File: src/rtl/spectrum_peak_detector.sv
// Purpose: per-frame peak search over a float32 |X|^2 bin stream (value, index, length, status).
// Latency: one registered result pulse in the cycle after power_data_last; next frame may start at once.
// Backpressure: none, one sample accepted every cycle; optional PEAK_NEIGHBOURS_EN adds peak_left/peak_right.
module spectrum_peak_detector #(
    parameter int IDX_W     = 12,
    parameter int MAX_BINS  = 4096,
    parameter int SKIP_BINS = 1
) (
    input  logic             clk,
    input  logic             rst_n,
    input  logic [31:0]      power_data,
    input  logic             power_data_en,
    input  logic             power_data_last,
    output logic             peak_valid,
    output logic [31:0]      peak_value,
    output logic [IDX_W-1:0] peak_index,
    output logic [IDX_W:0]   frame_len,
    output logic             peak_found,
    output logic             frame_overflow
`ifdef PEAK_NEIGHBOURS_EN
    ,
    output logic [31:0]      peak_left,
    output logic [31:0]      peak_right
`endif
);

    localparam int CW = IDX_W + 1;
    localparam logic [CW-1:0] MAX_C = CW'(MAX_BINS);

    // Running search state for the open frame
    logic [CW-1:0]    bin_cnt;
    logic [30:0]      max_val;
    logic [IDX_W-1:0] max_idx;
    logic             cand;
    logic             ovf;

    // Next-state values, including the sample presented this cycle
    logic [CW-1:0]    cnt_nxt;
    logic [30:0]      max_nxt;
    logic [IDX_W-1:0] idx_nxt;
    logic             cand_nxt;
    logic             ovf_nxt;

    logic in_range;
    logic accept;
    logic is_nan;
    logic skip_ok;
    logic eligible;
    logic update;

    // Leading DC bins are excluded; a zero skip count removes the comparison entirely
    generate
        if (SKIP_BINS == 0) begin : g_no_skip
            assign skip_ok = 1'b1;
        end else begin : g_skip
            localparam logic [CW-1:0] SKIP_C = CW'(SKIP_BINS);
            assign skip_ok = (bin_cnt >= SKIP_C);
        end
    endgenerate

    assign in_range = (bin_cnt < MAX_C);
    assign accept   = power_data_en && in_range;
    assign is_nan   = (&power_data[30:23]) && (|power_data[22:0]);
    assign eligible = accept && skip_ok && !power_data[31] && !is_nan;
    // Non-negative floats order correctly as unsigned magnitude bits; strict > keeps the earliest tie
    assign update   = eligible && (!cand || (power_data[30:0] > max_val));

    // Fold the current sample into the search state
    always_comb begin
        cnt_nxt  = accept ? (bin_cnt + CW'(1)) : bin_cnt;
        ovf_nxt  = ovf | (power_data_en && !in_range);
        max_nxt  = update ? power_data[30:0] : max_val;
        idx_nxt  = update ? bin_cnt[IDX_W-1:0] : max_idx;
        cand_nxt = cand | update;
    end

`ifdef PEAK_NEIGHBOURS_EN
    logic [31:0] prev_dat;
    logic [31:0] left_r;
    logic [31:0] right_r;
    logic        right_pend;
    logic [31:0] left_nxt;
    logic [31:0] right_nxt;
    logic        pend_nxt;

    // Track the raw samples either side of the current peak
    always_comb begin
        left_nxt  = left_r;
        right_nxt = right_r;
        pend_nxt  = right_pend;
        if (update) begin
            left_nxt  = (bin_cnt == '0) ? 32'd0 : prev_dat;
            right_nxt = 32'd0;
            pend_nxt  = 1'b1;
        end else if (right_pend && accept) begin
            right_nxt = power_data;
            pend_nxt  = 1'b0;
        end
    end

    // Neighbour working registers, re-armed at frame end like the search state
    always_ff @(posedge clk or negedge rst_n) begin
        if (!rst_n) begin
            prev_dat   <= 32'd0;
            left_r     <= 32'd0;
            right_r    <= 32'd0;
            right_pend <= 1'b0;
        end else begin
            if (accept) begin
                prev_dat <= power_data;
            end
            if (power_data_last) begin
                left_r     <= 32'd0;
                right_r    <= 32'd0;
                right_pend <= 1'b0;
            end else begin
                left_r     <= left_nxt;
                right_r    <= right_nxt;
                right_pend <= pend_nxt;
            end
        end
    end

    // Neighbour outputs latch together with the peak value
    always_ff @(posedge clk or negedge rst_n) begin
        if (!rst_n) begin
            peak_left  <= 32'd0;
            peak_right <= 32'd0;
        end else if (power_data_last) begin
            peak_left  <= left_nxt;
            peak_right <= right_nxt;
        end
    end
`endif

    // Search state: advance per sample, re-arm in the frame-end cycle so the next cycle is bin 0
    always_ff @(posedge clk or negedge rst_n) begin
        if (!rst_n) begin
            bin_cnt <= '0;
            max_val <= '0;
            max_idx <= '0;
            cand    <= 1'b0;
            ovf     <= 1'b0;
        end else if (power_data_last) begin
            bin_cnt <= '0;
            max_val <= '0;
            max_idx <= '0;
            cand    <= 1'b0;
            ovf     <= 1'b0;
        end else begin
            bin_cnt <= cnt_nxt;
            max_val <= max_nxt;
            max_idx <= idx_nxt;
            cand    <= cand_nxt;
            ovf     <= ovf_nxt;
        end
    end

    // Result registers: one-cycle valid pulse, fields held until the next frame end
    always_ff @(posedge clk or negedge rst_n) begin
        if (!rst_n) begin
            peak_valid     <= 1'b0;
            peak_value     <= 32'd0;
            peak_index     <= '0;
            frame_len      <= '0;
            peak_found     <= 1'b0;
            frame_overflow <= 1'b0;
        end else begin
            peak_valid <= power_data_last;
            if (power_data_last) begin
                peak_value     <= {1'b0, max_nxt};
                peak_index     <= idx_nxt;
                frame_len      <= cnt_nxt;
                peak_found     <= cand_nxt;
                frame_overflow <= ovf_nxt;
            end
        end
    end

endmodule

File: config.mk
export PLATFORM = sky130hd
export DESIGN_NAME = spectrum_peak_detector
export DESIGN_NICKNAME = d
export VERILOG_FILES = /design/src/rtl/spectrum_peak_detector.sv
export SDC_FILE = /design/constraint.sdc
export NUM_CORES = 1
export LEC_CHECK = 0
export CAP_MARGIN = 20
export CELL_PAD_IN_SITES_DETAIL_PLACEMENT = 2
export CELL_PAD_IN_SITES_GLOBAL_PLACEMENT = 2
export CORE_MARGIN = 4
export CORE_UTILIZATION = 39
export DETAILED_ROUTE_END_ITERATION = 6
export GPL_TIMING_DRIVEN = 0
export PLACE_DENSITY_LB_ADDON = 0.08
export SLEW_MARGIN = 5
export SYNTH_ARGS = -nofsm -noshare
export SYNTH_HDL_FRONTEND = slang
export SYNTH_SLANG_ARGS = --single-unit
File: constraint.sdc
create_clock -name clk -period 6.7 [get_ports clk]
set_input_delay 1.34 -clock clk [delete_from_list [all_inputs] [get_ports clk]]
set_output_delay 1.34 -clock clk [all_outputs]
set_load 0.02 [all_outputs]
Yosys cells after proc, flatten, opt, wreduce, memory -nomap -nowiden
Index checks and enable logic that the tools add are counted.

word-level totals
  bits in registers = 117
  input bits = 36
  output and inout bits = 60
  word-level logic and storage cells = 39

cells by class
  add/sub/neg operators = 1
  order comparisons = 3
  mux-type cells = 8
  bitwise logic cells = 2
  reduce and logical (&&, ||, !) cells = 14

operators with widths
  cell                     count
  $mux W31                 2
  $gt A31 B31 Y1           1
  $mux W13                 2
  $mux W12                 2
  $reduce_or A23 Y1        1
  $add A13 B1 Y13 const B  1
  $ge A13 B1 Y1 const B    1
  $lt A13 B13 Y1 const B   1
  $reduce_and A8 Y1        1
  $logic_and A1 B1 Y1      7
  $logic_not A1 Y1         4
  $mux W1                  2
  $or A1 B1 Y1             2
  $logic_or A1 B1 Y1       1

Longest topological paths before layout
  depth in word-level cells = 8
  gate-level depth with buffers = 10
  mapped depth without buffers = 8

Worst setup path after synthesis
Ideal clock, no wire load.

  path kind = input-to-reg
  start point = input power_data[30]
  end point = register max_idx[10]
  setup time = 0.079 ns
  arrival time = 3.305 ns
  required time = 6.621 ns
  setup slack = 3.316 ns
  stages = 9
  path buffers = 2
  path through = ha_1 nand4_1 nor4_1 a21oi_1 and4_1 a311oi_2 buf_6 buf_6 mux2i_1

between the ends
  cells in the longest elaborated chain, start to end = 7
  elaborated cells between the ends (all ways) = 9
  those cells by class = order compare: 1; mux: 2; reduce/logical: 6

ends and longest elaborated chain
  element                                                                 RTL line  source
  start, declared                                                         11        input logic [31:0] power_data,
  parallel branches: the longest is 4 deep, another holds $gt A31 B31 Y1  n/a
  $logic_and A1 B1 Y1 (*)                                                 66        assign update = eligible && (!cand || (power_data[30:0] > max_val));
  $mux W12 (*)                                                            73        idx_nxt = update ? bin_cnt[IDX_W-1:0] : max_idx;
  $mux W12 (*)                                                            144       end else if (power_data_last) begin
  end signal, assigned                                                    153       max_idx <= idx_nxt;
  end, declared                                                           33        logic [IDX_W-1:0] max_idx;

Every way passes the cells marked *.
A chain may end at the register's enable or synchronous reset.

Worst setup path after layout
  start point = input power_data[29]
  end point = register max_val[25]

between the ends
  cells in the longest elaborated chain, start to end = 7
  elaborated cells between the ends (all ways) = 9
  those cells by class = order compare: 1; mux: 2; reduce/logical: 6

ends and longest elaborated chain
  element                                                                 RTL line  source
  parallel branches: the longest is 4 deep, another holds $gt A31 B31 Y1  n/a
  $logic_and A1 B1 Y1 (*)                                                 66
  $mux W31 (*)                                                            72        max_nxt = update ? power_data[30:0] : max_val;
  $mux W31 (*)                                                            144
  end signal, assigned                                                    152       max_val <= max_nxt;
  end, declared                                                           32        logic [30:0] max_val;

Marks and branches as above.

==> flow_results.org <==
** Timing
- Setup repair after global routing left no endpoint under its margin.
- Total count of max-transition violations in the final report :: 0
- Final setup violation count :: 0
- The number of hold violations in the final report came to 0.
- Clock skew on the completed layout was measured at around 7.3 ps.
- Max transition margin :: 0.382
- Derived from the worst setup path, the maximum achievable clock frequency is around 230 MHz.
- Crit path time final :: approximately 4300 ps
- Worst Slack Setup Final :: between 2000 and 2500 ps
- At the pin with the least slew margin, the transition time is slightly above 900 ps.
- Of the available clock period, the critical path in the final layout requires 0.635.
- Setup TNS :: 0 ps

** Placed design
- Number of input and output port buffers inserted :: 94
- Once detailed placement completed, the half-perimeter wirelength came to approximately 15 mm.
- Routability Congestion :: ~0.8
- Counting tap cells, the placed design contains a total of 941 instances.
- At the placement stage, the worst setup path has a slack of 2180 ps.

** Clocking
- TritonCTS clock tree :: done
- CTS placed an instance of clkbuf_16 at the clock tree root.
- The number of clock buffers added by TritonCTS is 17.
- In this run the post-CTS setup repair buffer count came out at 0.
- After clock tree synthesis, the clock-pin slew on the worst setup and hold paths is roughly 60 ps.
- Clk buf depth :: 2
- CTS saw ~120 sinks.
- The number of gates resized after CTS was 0.
- Clk Latency, worst-skew pair :: between 400 and 500 ps
- Hold buffers post-CTS :: 0
- # H-tree levels :: 4

** Routing
- Via Count :: approximately 5,200
- Routed metal-1 wirelength :: ~9 mm
- Remaining design rule violation count :: 0
- Residual antenna-violating net count after detailed routing :: 0
- The detailed router finished its first iteration with roughly 200 violations.
- Wire segments on met2 add up to 10.9 mm in the final route.
- Before antenna repair, the detailed router went through 4 iterations.
- After detailed routing, the number of vias per cell comes to ~5.4.
- After detailed routing, the average wire length per cell comes to around 22 um.
- Highest Signal Layer :: met4
- Summed over all nets, wire length on met3 after detailed routing comes to between 600 and 700 um.
- Routed wire length :: about 21 mm

** Global route
- For this run, the total global-route usage over all layers was measured as 0.228.
- Global routing finished with a remaining overflow of 0.
- Maximum number of pins on one net before global-route repair :: 79
- The first global-routing pass estimated approximately 35 mm of wire.
- The via count of the first global-routing pass came to around 6,000.
- Number of antenna violations at the first check in global routing :: 0

** Worst setup path
- Cell repeated most along the worst path :: buf_6
- Together, buffers and inverters on the worst path number 3.
- Maximum fanout along the worst path :: 10
- STA puts the critical path data arrival time at 4590 ps.
- At the worst endpoint, the required time is roughly 7000 ps.
- Startpoint kind of the worst setup timing path :: primary input
- Delay of the slowest cell on the worst path :: around 570 ps
- Classification of the worst setup path :: primary input to flop
- CP top delay family :: buffers and inverters
- Critical path capture point type :: flop
- Crit path max-delay cell type :: clkdlybuf4s50_1
- CP Cell Sequence :: clkdlybuf4s50_1 > ha_1 > nand4_1 > nor4_1 > a21oi_1 > and4_1 > a311oi_2 > buf_6 > buf_6 > mux2i_1

** Synth
- Of the total synthesized cell area, the portion taken by full adders, half adders and majority gates is 0.0614.
- Xor-xnor portion of the synthesized cell area :: 0.0143
- After synthesis, the largest family of logic cells by area is multiplexers.
- Syn_area_per_cell :: approximately 11 um^2
- After synthesis the netlist holds a flip-flop and latch count of ~120.
- The share of synthesized area in the top cell type comes to 0.436.
- For this run, the leading register cell type out of synthesis is dfrtp_1.
- The synthesized design spends more area on one cell type than any other, namely dfrtp_1.
- Of the post-synthesis cell area, the part taken by muxes is 0.258.
- Number of flops mapped to enable cells by yosys :: 0
- Synthesis produced a netlist with a net count of slightly below 700.
- Of all flip-flops after synthesis, the portion carrying an async set or reset was 1.00.
- Yosys warning count :: 0
- Synthesized-area fraction occupied by ao, oa, aoi and oai cells :: 0.0391
- Leading post-synthesis cells by cell area :: dfrtp_1, mux2i_1, nand2b_1, ha_1, a21oi_1
- Number of cells produced by synthesis :: 626
- Post-Syn Area :: approximately 6700 um^2
- Distinct cells, synth :: 34
- For this run, the register share of the synthesized area comes to 0.436.
- Of the total synthesized cell area, the portion taken by AND, OR, NAND and NOR gates is 0.145.

** Hold path
- The tightest min-delay check is of the flop to flop type.

** Cells and area
- The area growth from synthesis to layout is 27.8%.
- Fillers :: about 1,700
- Post-route insts no fill :: roughly 1,000
- Share of the core filled with cells in the final layout :: 0.513
- Final antenna diode count :: 0
- Layout cells sized above 1 :: 0.0572
- Nets :: 809

** Pwr
- Switching power :: about 580 uW
- Leakage :: between 3 and 4 nW
- Reg power frac :: 0.366
- The design draws around 2.2 mW.
- Ratio of total power to cell area :: 251 nW/um^2
- The share of total power dissipated in combinational logic is 0.174.
- Cell Int Power :: 1.57 mW
- IR analysis of the VDD net gives a maximum drop of between 150 and 200 uV.
- Switching Fraction :: 0.270
- Clock network fraction of design power :: 0.460

** Floorplan
- After floorplanning, the core was divided into 47 placement rows.
- Die Y :: between 100 and 150 um
- Area of the die :: between 15,000 and 20,000 um^2
- Total I/O pin count :: 96
- The region available for standard cell placement spans approximately 17,000 um^2.
- From left edge to right edge, the die measures between 100 and 150 um.
- Effective utilization at floorplan :: 0.401

** Job
- Reported max-cap violation count :: 0

** Status
- Result of the run :: completed
cell usage after synthesis (8+ instances only):
cell type / number
mux2i_1: 172
dfrtp_1: 117
nand2b_1: 87
nor2_1: 34
ha_1: 33
inv_1: 33
a21oi_1: 31
clkbuf_1: 23
nand2_1: 19
nand4_1: 11
nor4_1: 8
xor2_1: 8
worst register-to-register path: cells and delay by family (launching register included):
kind	cells	cell delay, ps
AOI/OAI and AO/OA	2	610
muxes	1	250
buffers and inverters	3	540
and+or+nand+nor	3	920
DFF	1	390
adders and majority gates	1	340
sequential cells by signal (all words and copies together), names as in the netlist, 12 cells and up:
register	flops
bin_cnt	13
peak_value	31
max_val	31
frame_len	13
peak_index	12
max_idx	12
path summary, 6_finish.rpt:
check                      depth (start not counted)  slack, ps           start           end
min in group asynchronous                          1        830           rst_n   max_val[25]
setup reg to reg                                  10       3550     max_val[29]   max_val[25]
hold / removal                                     2        490             ovf           ovf
setup / recovery                                  10       2440  power_data[29]   max_val[25]
max in group asynchronous                          2       5100           rst_n  frame_len[1]
hold reg to reg                                    2        490             ovf           ovf
area by class of cell:
cell class / count / area (um^2) / share of cell area
Clock buffer: 23 / 478 / 0.0556
Inverter: 33 / 124 / 0.0144
Clock inverter: 8 / 148 / 0.0172
Buffer: 34 / 185 / 0.0216
Tap cell: 220 / 275 / 0.0320
Sequential cell: 117 / 2930 / 0.341
Multi-Input combinational cell: 442 / 3480 / 0.405
Timing Repair Buffer: 95 / 970 / 0.113
placed cells by master, fill, tap and decap left out, drive strengths merged, types with 2 or more instances in the layout:
| cell type | n |
|---|---|
| a21oi | 31 |
| a311oi | 2 |
| and4 | 2 |
| buf | 13 |
| bufinv | 4 |
| clkbuf | 46 |
| clkdlybuf4s50 | 93 |
| clkinvlp | 3 |
| dfrtp | 117 |
| ha | 33 |
| inv | 33 |
| mux2i | 172 |
| nand2 | 19 |
| nand2b | 87 |
| nand3 | 5 |
| nand4 | 11 |
| nor2 | 34 |
| nor2b | 3 |
| nor3 | 6 |
| nor4 | 8 |
| o211ai | 2 |
| o21ai | 7 |
| xnor2 | 3 |
| xor2 | 8 |
power by group through the flow:
stage | logic, mW | clock network (mW) | registers (mW)
final | 0.374 | 0.989 | 0.788
after global routing | 0.411 | 1.04 | 0.795
after CTS | 0.381 | 1.00 | 0.789
after detailed placement | 0.373 | 0 | 0.800
after global placement | 0.356 | 0 | 0.797
after floorplan | 0.167 | 0 | 0.829
through the flow:
stage / hold WS [ps] / instance area (um^2)
after global routing: 533 / 8590
final: 495 / 8590
after CTS: 497 / 8590
after detailed placement: 486 / 7970
after floorplan: 449 / 6720
after global placement: 461 / 7940
routing by layer:
layer | vias to the layer above | track usage
li1 | 2398 | -
met2 | 85 | 0.403
met5 | - | 0
met1 | 2723 | 0.283
met3 | 27 | 0.0525
met4 | 0 | 0.0546
cells by family after synthesis:
kind of cell    count (synthesis)
other cells                     1
mux                           173
compound gates                 46
simple gates                  178
xor+xnor                       11
flops                         117
buf+inv                        67
fa+ha+maj                      33
Note: power is estimated with default switching activity, not from simulation.
==> RTL edit: new RTL, same flow settings <==
Change the parameter `IDX_W` from 12 to 13.
--- a/src/rtl/spectrum_peak_detector.sv
+++ b/src/rtl/spectrum_peak_detector.sv
@@ -3,5 +3,5 @@
 // Backpressure: none, one sample accepted every cycle; optional PEAK_NEIGHBOURS_EN adds peak_left/peak_right.
 module spectrum_peak_detector #(
-    parameter int IDX_W     = 12,
+    parameter int IDX_W     = 13,
     parameter int MAX_BINS  = 4096,
     parameter int SKIP_BINS = 1
Ports: changed (resized frame_len and peak_index); port bits go from 96 to 98. No check against the original RTL was run, so the function may have changed too.
==> RTL edit against the original RTL <==
- cell area increased by 4.2%
- setup slack gained 0.046 ns
- combinational power rose by 1%
- sequential cell count up 4
- sequential power grew 1%
- routed wire length rose by 37%
- area after synthesis up 5.3%
- total power grew 0.20%
- critical endpoint is now peak_value[4]
- highest routed layer is now met5
==> RTL edit: results (changes against the original RTL) <==
outcome: "complete, no violations"  # unchanged
clkPwrFrac: 0.455  # was 0.460
clk_latency_ns: 0.44  # was 0.42 ns
crit_start: "power_data[22]"  # was power_data[29]
syn_area_per_cell_sq_um: 9.67  # was 10.7 sq um
vdd_ir_drop_max_mv: 0.224  # was 0.183 mV
final_cells: 1086  # was 972
max_stage_delay_ns: 0.61  # was 0.57 ns
worstMarginPinSlew_ns: 0.821  # was 0.927 ns
synth.area.mux_share: 0.0200  # was 0.258
synth_fp_nets: 802  # was 695
yosysWarnings: 0  # unchanged
synth_compound_area_frac: 0.236  # was 0.0391
io_buffers: 96  # was 94
reg2reg_slack_ns: 3.62  # was 3.55 ns
layout-drive-gt1-share: 0.118  # was 0.0572
hpwlAfterDp_mm: 19.5  # was 14.9 mm
hold_start: "ovf"  # unchanged
n_antenna_cell: 0  # unchanged
cts_resized: 0  # unchanged
pre_cts_slack_ns: 2.19  # was 2.18 ns
n_fill_cell: 1831  # was 1,691
drtPass1Iterations: 5  # was 4
gp_congestion: 0.877  # was 0.785
p_leak_uw: 0.00371  # was 0.00369 uW
synth_commonest_cells: "121 x dfrtp_1, 87 x nand2_1, 73 x o2111ai_1"  # was 172 x mux2i_1, 117 x dfrtp_1, 87 x nand2b_1
ys_seq_area_frac: 0.428  # was 0.436
p_sw_uw: 672  # was 581 uW
antenna_found_initial: 1  # was 0
grt_usage: 0.289  # was 0.228
synth_fa_ha_area_frac: 0.0601  # was 0.0614
r2r-end: "peak_value[4]"  # was max_val[25]
drt-total-wl_mm: 29.0  # was 21.1 mm
grt_max_degree: 70  # was 79
synth_xor_area_frac: 0.0136  # was 0.0143
critPathArrivalTime_ns: 4.58  # was 4.59 ns
initialDrtViolationCount: 421  # was 202
hold_slack_ns: 0.497  # was 0.495 ns
vias: 6807  # was 5,233
dpl-instance-area_sq_um: 8350  # was 7970 sq um
worstReg2RegStart: "max_val[27]"  # was max_val[29]
first_global_vias: 7870  # was 6,160
grt_pass1_wl_mm: 45.7  # was 35.1 mm
final_nets: 918  # was 809
multiInputGateArea_sq_um: 3570  # was 3480 sq um
synth_cell_types: 43  # was 34
power_frac_seq: 0.370  # was 0.366
yosys-top-cells-area: "dfrtp_1 43%, o2111ai_1 9.0%, ha_1 6.0%"  # was dfrtp_1 44%, mux2i_1 26%, nand2b_1 8.1%
RTL edit: how the worst max path moves through the flow:
stage	to	slack, ns
6_report	peak_value[4]	2.49
5_1_grt	peak_value[4]	2.37
4_1_cts	peak_value[4]	2.54
3_5_place_dp	peak_value[4]	2.19
3_3_place_gp	frame_len[3]	-0.77
2_1_floorplan	max_val[10]	3.60
RTL edit: cell type report:
class                      instances  area share
buffer                            73      0.0391
clock buffer                      18      0.0491
clock inverter                    14      0.0183
inverter                          34      0.0143
multi-input combinational        504       0.399
sequential                       121       0.338
tap                              225      0.0314
timing repair buffer              97       0.111
RTL edit: layer usage:
| metal | vias up | wire (um) | global-route usage |
|---|---|---|---|
| met2 | 209 | 14800 | 0.504 |
| met1 | 3541 | 12200 | 0.353 |
| li1 | 2981 | - | - |
| met4 | 2 | 829 | 0.116 |
| met3 | 74 | 1180 | 0.0549 |
| met5 | - | 13 | 0 |
